==> src/rtl/fetch_pkg.sv <==
// Shared definitions for the fetch stage: widths, IF/ID field layout, reset
// constants and the fetch FSM state encoding.
package fetch_pkg;

  localparam int XLEN     = 32;
  localparam int IFID_W   = 64;
  localparam int PC_HI    = 63;
  localparam int PC_LO    = 32;
  localparam int INSTR_HI = 31;
  localparam int INSTR_LO = 0;

  localparam logic [XLEN-1:0] RESET_PC_DEF  = 32'h0000_0000;
  localparam logic [XLEN-1:0] NOP_INSTR_DEF = 32'h0000_0013;

  localparam logic [1:0] ST_IDLE = 2'd0;
  localparam logic [1:0] ST_REQ  = 2'd1;
  localparam logic [1:0] ST_HOLD = 2'd2;
  localparam logic [1:0] ST_DROP = 2'd3;

  typedef enum logic [1:0] {
    FS_IDLE = ST_IDLE,
    FS_REQ  = ST_REQ,
    FS_HOLD = ST_HOLD,
    FS_DROP = ST_DROP
  } fetch_state_e;

  function automatic logic [XLEN-1:0] align_word(input logic [XLEN-1:0] addr);
    return {addr[XLEN-1:2], 2'b00};
  endfunction

  function automatic logic [IFID_W-1:0] pack_ifid(input logic [XLEN-1:0] pc,
                                                  input logic [XLEN-1:0] instr);
    return {pc, instr};
  endfunction

endpackage

==> src/rtl/fetch_hold_buf.sv <==
// One-entry holding buffer for an IF/ID-style {pc, instr} word.
// Load wins over clear when both are asserted in the same cycle.
module fetch_hold_buf
  import fetch_pkg::*;
#(
  parameter int W = IFID_W,
  parameter logic [W-1:0] RESET_VAL = '0
) (
  input  logic         clk,
  input  logic         rst_n,
  input  logic         i_load,
  input  logic         i_clear,
  input  logic [W-1:0] i_data,
  output logic [W-1:0] o_data,
  output logic         o_valid
);

  logic [W-1:0] r_data;
  logic         r_valid;

  always_ff @(posedge clk or negedge rst_n) begin
    if (!rst_n) begin
      r_data  <= RESET_VAL;
      r_valid <= 1'b0;
    end else if (i_load) begin
      r_data  <= i_data;
      r_valid <= 1'b1;
    end else if (i_clear) begin
      r_valid <= 1'b0;
    end
  end

  assign o_data  = r_data;
  assign o_valid = r_valid;

endmodule

==> src/rtl/fetch_ctrl.sv <==
// Fetch-stage controller: owns the PC, issues handshaked imem requests and
// fills IF/ID, honouring stall, EX redirects and outstanding-request drops.
module fetch_ctrl
  import fetch_pkg::*;
#(
  parameter logic [XLEN-1:0] RESET_PC  = RESET_PC_DEF,
  parameter logic [XLEN-1:0] NOP_INSTR = NOP_INSTR_DEF
) (
  input  logic              clk,
  input  logic              rst_n,
  input  logic              stall,
  input  logic              redirect_valid,
  input  logic [XLEN-1:0]   redirect_pc,
  output logic              imem_req,
  output logic [XLEN-1:0]   imem_addr,
  input  logic              imem_ready,
  input  logic [XLEN-1:0]   imem_rdata,
  output logic              ifid_valid,
  output logic [IFID_W-1:0] ifid_bus,
  output fetch_state_e      dbg_state
);

  // Handshake: a request is accepted in any cycle where imem_req and
  // imem_ready are both high; imem_rdata is valid in that same cycle.
  // imem_req/imem_addr are held stable until accepted.

  logic [1:0]        r_state;
  logic [XLEN-1:0]   r_pc;
  logic [XLEN-1:0]   r_pending_pc;
  logic              r_ifid_valid;
  logic [IFID_W-1:0] r_ifid_bus;

  logic [1:0]        w_state_nxt;
  logic [XLEN-1:0]   w_pc_nxt;
  logic [XLEN-1:0]   w_pending_nxt;
  logic              w_ifid_valid_nxt;
  logic [IFID_W-1:0] w_ifid_bus_nxt;
  logic              w_buf_load;
  logic              w_buf_clear;
  logic [IFID_W-1:0] w_buf_data;
  logic              w_buf_valid;
  logic              w_accept;
  logic [XLEN-1:0]   w_target;
  logic [XLEN-1:0]   w_pc_plus4;

  // Request outputs decode only from registered state, never from ready/redirect.
  assign imem_req   = (r_state == ST_REQ) || (r_state == ST_DROP);
  assign imem_addr  = r_pc;
  assign ifid_valid = r_ifid_valid;
  assign ifid_bus   = r_ifid_bus;
  assign dbg_state  = fetch_state_e'(r_state);

  assign w_accept   = imem_req & imem_ready;
  assign w_target   = align_word(redirect_pc);
  assign w_pc_plus4 = r_pc + 32'd4;

  fetch_hold_buf #(
    .W         (IFID_W),
    .RESET_VAL (pack_ifid(RESET_PC, NOP_INSTR))
  ) u_hold_buf (
    .clk     (clk),
    .rst_n   (rst_n),
    .i_load  (w_buf_load),
    .i_clear (w_buf_clear),
    .i_data  (pack_ifid(r_pc, imem_rdata)),
    .o_data  (w_buf_data),
    .o_valid (w_buf_valid)
  );

  always_comb begin
    w_state_nxt      = r_state;
    w_pc_nxt         = r_pc;
    w_pending_nxt    = r_pending_pc;
    w_ifid_valid_nxt = r_ifid_valid;
    w_ifid_bus_nxt   = r_ifid_bus;
    w_buf_load       = 1'b0;
    w_buf_clear      = 1'b0;

    if (redirect_valid) begin
      // Flush beats stall; the flushed slot carries the redirect target as pc.
      w_ifid_valid_nxt = 1'b0;
      w_ifid_bus_nxt   = pack_ifid(w_target, NOP_INSTR);
      w_buf_clear      = 1'b1;
      case (r_state)
        ST_REQ, ST_DROP: begin
          if (w_accept) begin
            w_pc_nxt    = w_target;
            w_state_nxt = ST_REQ;
          end else begin
            w_pending_nxt = w_target;
            w_state_nxt   = ST_DROP;
          end
        end
        default: begin
          w_pc_nxt    = w_target;
          w_state_nxt = ST_REQ;
        end
      endcase
    end else begin
      case (r_state)
        ST_IDLE: begin
          w_state_nxt = ST_REQ;
        end
        ST_REQ: begin
          if (w_accept && !stall) begin
            w_ifid_valid_nxt = 1'b1;
            w_ifid_bus_nxt   = pack_ifid(r_pc, imem_rdata);
            w_pc_nxt         = w_pc_plus4;
          end else if (w_accept) begin
            w_buf_load  = 1'b1;
            w_pc_nxt    = w_pc_plus4;
            w_state_nxt = ST_HOLD;
          end else if (!stall) begin
            w_ifid_valid_nxt = 1'b0;
            w_ifid_bus_nxt   = pack_ifid(r_pc, NOP_INSTR);
          end
        end
        ST_HOLD: begin
          if (!stall && w_buf_valid) begin
            w_ifid_valid_nxt = 1'b1;
            w_ifid_bus_nxt   = w_buf_data;
            w_buf_clear      = 1'b1;
            w_state_nxt      = ST_REQ;
          end
        end
        ST_DROP: begin
          // The old request's data is discarded; IF/ID stays flushed.
          if (w_accept) begin
            w_pc_nxt    = r_pending_pc;
            w_state_nxt = ST_REQ;
          end
        end
        default: begin
          w_state_nxt = ST_IDLE;
        end
      endcase
    end
  end

  always_ff @(posedge clk or negedge rst_n) begin
    if (!rst_n) begin
      r_state      <= ST_IDLE;
      r_pc         <= RESET_PC;
      r_pending_pc <= RESET_PC;
      r_ifid_valid <= 1'b0;
      r_ifid_bus   <= pack_ifid(RESET_PC, NOP_INSTR);
    end else begin
      r_state      <= w_state_nxt;
      r_pc         <= w_pc_nxt;
      r_pending_pc <= w_pending_nxt;
      r_ifid_valid <= w_ifid_valid_nxt;
      r_ifid_bus   <= w_ifid_bus_nxt;
    end
  end

endmodule

==> config.mk <==
export PLATFORM = sky130hd
export DESIGN_NAME = fetch_ctrl
export DESIGN_NICKNAME = d
export VERILOG_FILES = /design/src/rtl/fetch_pkg.sv /design/src/rtl/fetch_hold_buf.sv /design/src/rtl/fetch_ctrl.sv
export SDC_FILE = /design/constraint.sdc
export NUM_CORES = 1
export LEC_CHECK = 0
export CORE_ASPECT_RATIO = 0.5
export CORE_MARGIN = 10
export CORE_UTILIZATION = 53
export CTS_CLUSTER_SIZE = 25
export DETAILED_ROUTE_END_ITERATION = 6
export GPL_TIMING_DRIVEN = 0
export MAX_ROUTING_LAYER = met4
export PLACE_DENSITY_LB_ADDON = 0.15
export SLEW_MARGIN = 10
export SYNTH_ARGS = -nofsm -noshare
export SYNTH_HDL_FRONTEND = slang
export SYNTH_HIERARCHICAL = 1
export SYNTH_SLANG_ARGS = --single-unit
==> constraint.sdc <==
create_clock -name clk -period 2.13 [get_ports clk]
set_input_delay 0.426 -clock clk [delete_from_list [all_inputs] [get_ports clk]]
set_output_delay 0.426 -clock clk [all_outputs]
set_load 0.03 [all_outputs]
-- Word-level counts from Yosys, hierarchy flattened
Index checks and enable logic that the tools add are counted.
- register bits: 194
- output and inout port bits: 100
- word-level logic and storage cells: 70
- add/subtract/negate cells: 1
- equal/unequal tests: 11
- mux-type cells: 36
- bitwise gates (word level): 2
- reductions and logical operators: 13
- operators by type and width (kind ; count):
    64-bit two-way mux ; 5
    32-bit two-way mux ; 6
    64-bit one-hot mux with 2 select lines ; 1
    32-bit one-hot mux with 2 select lines ; 1
    32-bit by 3-bit adder with 32-bit output, second input constant ; 1
    3-bit inequality test, second input constant ; 5
    1-bit two-way mux ; 14
    2-bit two-way mux ; 7
    4-bit by 3-bit inequality test with 1-bit output, second input constant ; 3
    4-bit AND reduction ; 3
    2-bit one-hot mux with 4 select lines ; 1
    3-bit nonzero test ; 2
    2-bit == test, second input constant ; 2
    3-bit AND reduction ; 1
    2-bit by 1-bit == test with 1-bit output, second input constant ; 1
    1-bit logical AND ; 2
    2-bit logical NOT ; 1
    1-bit one-hot mux with 2 select lines ; 1
    2-bit nonzero test ; 1
    2-bit OR reduction ; 1
    1-bit bitwise AND ; 1
    1-bit logical NOT ; 1
    1-bit logical OR ; 1
    1-bit NOT ; 1

-- Depth between registers and ports, before layout
- word-level depth: 8
- gate-level depth with buffers: 9

-- Cells and area by module
The synthesis kept the hierarchy.
- by module, submodules not included (module ; times used ; cells an instance ; area each (sq um)):
    fetch_ctrl ; 1 ; 719 ; 6754.0
    fetch_hold_buf ; 1 ; 138 ; 2618.8

-- Worst setup path after synthesis
No wires, ideal clock.
- path kind: flip-flop to flip-flop
- start point: register r_state[0] (netlist: dbg_state[0])
- end point: register r_ifid_bus[42] (netlist: ifid_bus[42])
- library setup time: 125 ps
- data arrival time: 1914 ps
- data required time: 2005 ps
- slack: 91 ps
- stages on the path, launching flop included: 8
- period minus slack after synthesis: 2039 ps
- path through: dfrtp_1 buf_2 nor2b_1 clkbuf_1 a21o_1 a21oi_2 buf_2 mux2_2
- cells in the longest elaborated chain, start to end: 7
- elaborated cells on any way between the ends: 14
- RTL lines (what ; line ; source):
    from (decl) ; fetch_ctrl.sv:27 ; logic [1:0] r_state;
    from (signal assigned) ; fetch_ctrl.sv:148 ; r_state <= w_state_nxt;
    2-bit by 1-bit == test with 1-bit output or 2-bit == test (tied branches) ; fetch_ctrl.sv:47, fetch_ctrl.sv:100 ;
    1-bit logical OR ; fetch_ctrl.sv:47 ; assign imem_req = (r_state == ST_REQ) || (r_state == ST_DROP);
    1-bit bitwise AND ; fetch_ctrl.sv:53 ; assign w_accept = imem_req & imem_ready;
    1-bit logical AND ; fetch_ctrl.sv:105 ; if (w_accept && !stall) begin
    64-bit two-way mux ; fetch_ctrl.sv:105 ;
    64-bit one-hot mux with 2 select lines ; fetch_ctrl.sv:100 ; case (r_state)
    64-bit two-way mux ; fetch_ctrl.sv:79 ; if (redirect_valid) begin
    to (signal assigned) ; fetch_ctrl.sv:146 ; r_ifid_bus <= pack_ifid(RESET_PC, NOP_INSTR);
    to (signal assigned) ; fetch_ctrl.sv:152 ; r_ifid_bus <= w_ifid_bus_nxt;
    to (decl) ; fetch_ctrl.sv:31 ; logic [IFID_W-1:0] r_ifid_bus;
Parallel ways exist; a longest one is shown, timed or not.
A chain may end at the register's enable or synchronous reset.

-- Worst setup path after layout
- start point: register r_pc[14] (netlist: imem_addr[14])
- end point: output imem_addr[14]
- RTL lines (what ; line ; source):
    from (decl) ; fetch_ctrl.sv:28 ; logic [XLEN-1:0] r_pc;
    from (signal assigned) ; fetch_ctrl.sv:149 ; r_pc <= w_pc_nxt;
    to (decl) ; fetch_ctrl.sv:15 ; output logic [XLEN-1:0] imem_addr,
No word-level cell between the ends.

==> reports/metrics.yaml <==
drive_above_1_share_pct: 21.6
clk_pin_slew_ns: 0.07
slew-limit-headroom_pct: 49.7
area_growth_syn_to_layout_pct: 29.8
cts_hold_buf: 0
synth-edff-count: 0
switchingPower_mw: 3.71
post_synth_inst_count: 857
dieArea_um2: 23700
drtIter0Drc: 677
finalClockSkew_ns: 0.0147
route.detailed.drc: 0
timing_worst_slew_pin_value_ns: 0.755
cp-startpoint: "imem_addr[14]"
route.vias.total: 7731
finalWorstPathRequiredPeriod_ns: 2.08
report.final.slew_viol_count: 0
power-per-cell-area_nw_per_um2: 961
yosys_register_bits: 192
leakage_nw: 5.27
worst_path_dominant_cell_family: "buffers and inverters"
critical_path.reg2reg.endpoint: "imem_addr[15]"
cp-start-kind: "register"
cp-endpoint: "imem_addr[14]"
timing_hold_violations_final: 14
worst-endpoint-arrival_ns: 1.65
detail_route.vias_per_cell: 5.97
cp_cell_sequence: "clkdlybuf4s50_1"
synthDistinctLibCells: 65
clockPowerShare_pct: 29.2
grt_pass1_wl_mm: 44.1
detail_route.wirelength.met1_mm: 12.8
critical_path.endpoint_type: "output pin"
power.switching_fraction_pct: 31.7
largest_net_degree_at_the_start_of_global_routing: 112
synth-xor-area-share_pct: 0.934
cp_num_cells: 1
combinationalPowerShare_pct: 27.3
timing.reg2reg.setup_slack_ns: 0.06
post_synth_mux_area_share_pct: 18.5
worstPathRequired_ns: 1.70
worstSkewPairLatency_ns: 0.43
final_net_count: 1119
grt_pass1_vias: 7882
critical_path.n_buffers_inverters: 1
die_w_um: 208
synth_compound_area_share_pct: 14.2
failed_checks: "negative hold slack"
power.ir.vdd_worst_v: 0.000631
min-delay-path-class: "in -> async"
globalRouteTotalUtil_pct: 23.9
critical_path.slowest_cell: "clkdlybuf4s50_1"
rr_worst_depth: 5
placement.io_buffers: 163
post_route_hold_slack_ns: -0.0341
synthesized_area_fraction_occupied_by_adder_cells_pct: 0.133
synth_ff_type: "dfrtp_1"
netlist_area_um2: 9370
final_cell_count_no_fill: 1295
mean_routed_wirelength_per_cell_um: 21.8
total_power_mw: 11.7
met3_wl_mm: 2.07
pre_cts_ws_ns: -0.722
die_h_um: 114
cts_root_buf: "clkbuf_16"
route.antenna.remaining_nets: 0
io_pins: 169
dominant_combinational_cell_family_by_area_after_synthesis: "multiplexers"
intPower_mw: 7.99
clk_path_buf_depth: 2
clock.fmax_ghz: 0.481
std_cell_rows: 34
rr_startpoint: "dbg_state[0]"
h-tree-depth: 4
wl_met2_mm: 12.8
layout.core_utilization_pct: 70.1
drv_cap: 0
cp_max_fo: 5
cts_tree: "done"
finalWirelength_mm: 28.2
floorplan.initialDensity_pct: 54.0
final_count_of_negative_setup_slack_endpoints: 0
cts_buffers: 17
ys_warn_count: 6
synthSimpleGateAreaFrac_pct: 11.2
routabilityCongestion: 0.940
asyncSetResetFlopFracSynth_pct: 100
min_period_over_period_pct: 97.6
setup_slack_ns: 0.0510
drt-pass1-iter-count: 5
dp_cells: 1258
status: "finished, violations left"
dr.max_layer_used: "met4"
timing.critical_path.slowest_cell_delay_ns: 0.74
detailedPlacementHpwl_mm: 20.1
n_antenna_cell: 0
initial_antenna_violation_count: 0
globalRoute.totalOverflow: 0
worstSetupPathType: "reg -> out"
syn_avg_cell_area_um2: 10.9
power_frac_seq_pct: 43.5
yosysSeqAreaShare_pct: 51.3
numClockSinks: 192
placeableCoreArea_um2: 17400
-- cells in the mapped netlist, drive strengths merged (7+ instances only) --
cell,count,area [µm²]
nor2,52,195
o211ai,7,52.6
mux2i,23,230
inv,7,26.3
a22oi,29,218
nand3,14,82.6
o21ai,113,569
a21oi,24,124
buf,30,194
mux2,117,1500
nand2b,14,87.6
and3,7,45.1
nand2,101,382
clkbuf,34,128
a31oi,11,68.8
dfrtp,186,4650
-- worst reg2reg max path, delay by kind of cell, from the launching register on --
kind | cells | cell delay, ns
muxes | 1 | 0.26
buffers and inverters | 3 | 1.10
DFF | 1 | 0.34
AOI/OAI and AO/OA | 1 | 0.22
-- flip-flops by register name, summed over array words and instances (netlist names) --
name                count
ifid_bus               64
u_hold_buf/o_valid      1
r_pending_pc           30
u_hold_buf/o_data      64
ifid_valid              1
imem_addr              30
dbg_state               2
-- power groups by stage --
| stage | logic, mW | registers, mW | clock network, mW |
|---|---|---|---|
| floorplan | 1.46 | 5.49 | 0 |
| global placement | 3.08 | 5.06 | 0 |
| detailed placement | 3.16 | 5.12 | 0 |
| CTS | 3.19 | 5.06 | 3.45 |
| global route | 3.41 | 5.19 | 3.60 |
| finish | 3.19 | 5.09 | 3.42 |
-- layer usage --
layer  track usage, %  up-vias
met4             6.77        0
li1                 -     3448
met3             5.57       42
met2             35.9      351
met5                -        -
met1             31.8     3890
-- stage by stage --
step                area, µm²  setup TNS (ns)
floorplan                9380               0
global placement        11300        -1459.68
detailed placement      11300          -61.62
CTS                     12000         -0.0427
global route            12200        -0.00775
finish                  12200               0
-- layout by cell type, fill, tap and decap left out, types with 12 or more instances in the layout --
master / netlist / routed
dfrtp_1: 186 / 182
nor2_1: 52 / 50
mux2_4: 49 / 49
clkbuf_16: 0 / 17
a21oi_1: 23 / 23
nand2b_1: 14 / 14
o21ai_0: 112 / 112
mux2i_1: 23 / 23
a22oi_1: 29 / 29
mux2_2: 66 / 66
buf_4: 3 / 15
dlymetal6s2s_1: 0 / 12
clkbuf_2: 0 / 15
nand2_1: 100 / 100
clkdlybuf4s50_1: 0 / 145
clkbuf_1: 34 / 16
-- cells by family after synthesis --
kind of cell | after synthesis
XOR/XNOR | 10
multiplexers | 140
AND/OR/NAND/NOR | 222
AO/OA/AOI/OAI | 220
buffers and inverters | 71
other | 1
flip-flops | 192
adder cells (fa/ha/maj) | 1
-- cell type report --
class | instances | area (µm²)
Buffer | 61 | 365
Multi-Input combinational cell | 597 | 4280
Timing Repair Buffer | 173 | 1760
Fill cell | 1330 | 5190
Sequential cell | 192 | 4820
Inverter | 7 | 26.3
Clock buffer | 21 | 480
Clock inverter | 10 | 149
Tap cell | 234 | 293
-- worst min path at each step --
stage | from | to | slack (ns) | cells after the start
final | rst_n | ifid_bus[42] | -0.03 | 1
after global routing | rst_n | ifid_bus[42] | 0.01 | 1
after CTS | rst_n | u_hold_buf/o_data[43] | 0.003 | 1
after detailed placement | rst_n | imem_addr[10] | 0.45 | 1
after global placement | ifid_bus[8] | ifid_bus[8] | 0.46 | 2
after floorplan | rst_n | dbg_state[0] | 0.13 | 0
-- repair_timing --
item	4_1_cts	5_1_grt
cloned	0	0
setup buffers	4	5
gates resized for setup	26	41
endpoints found under the setup margin	106	134
pin swaps	1	1
(Power assumes the default switching activity.)
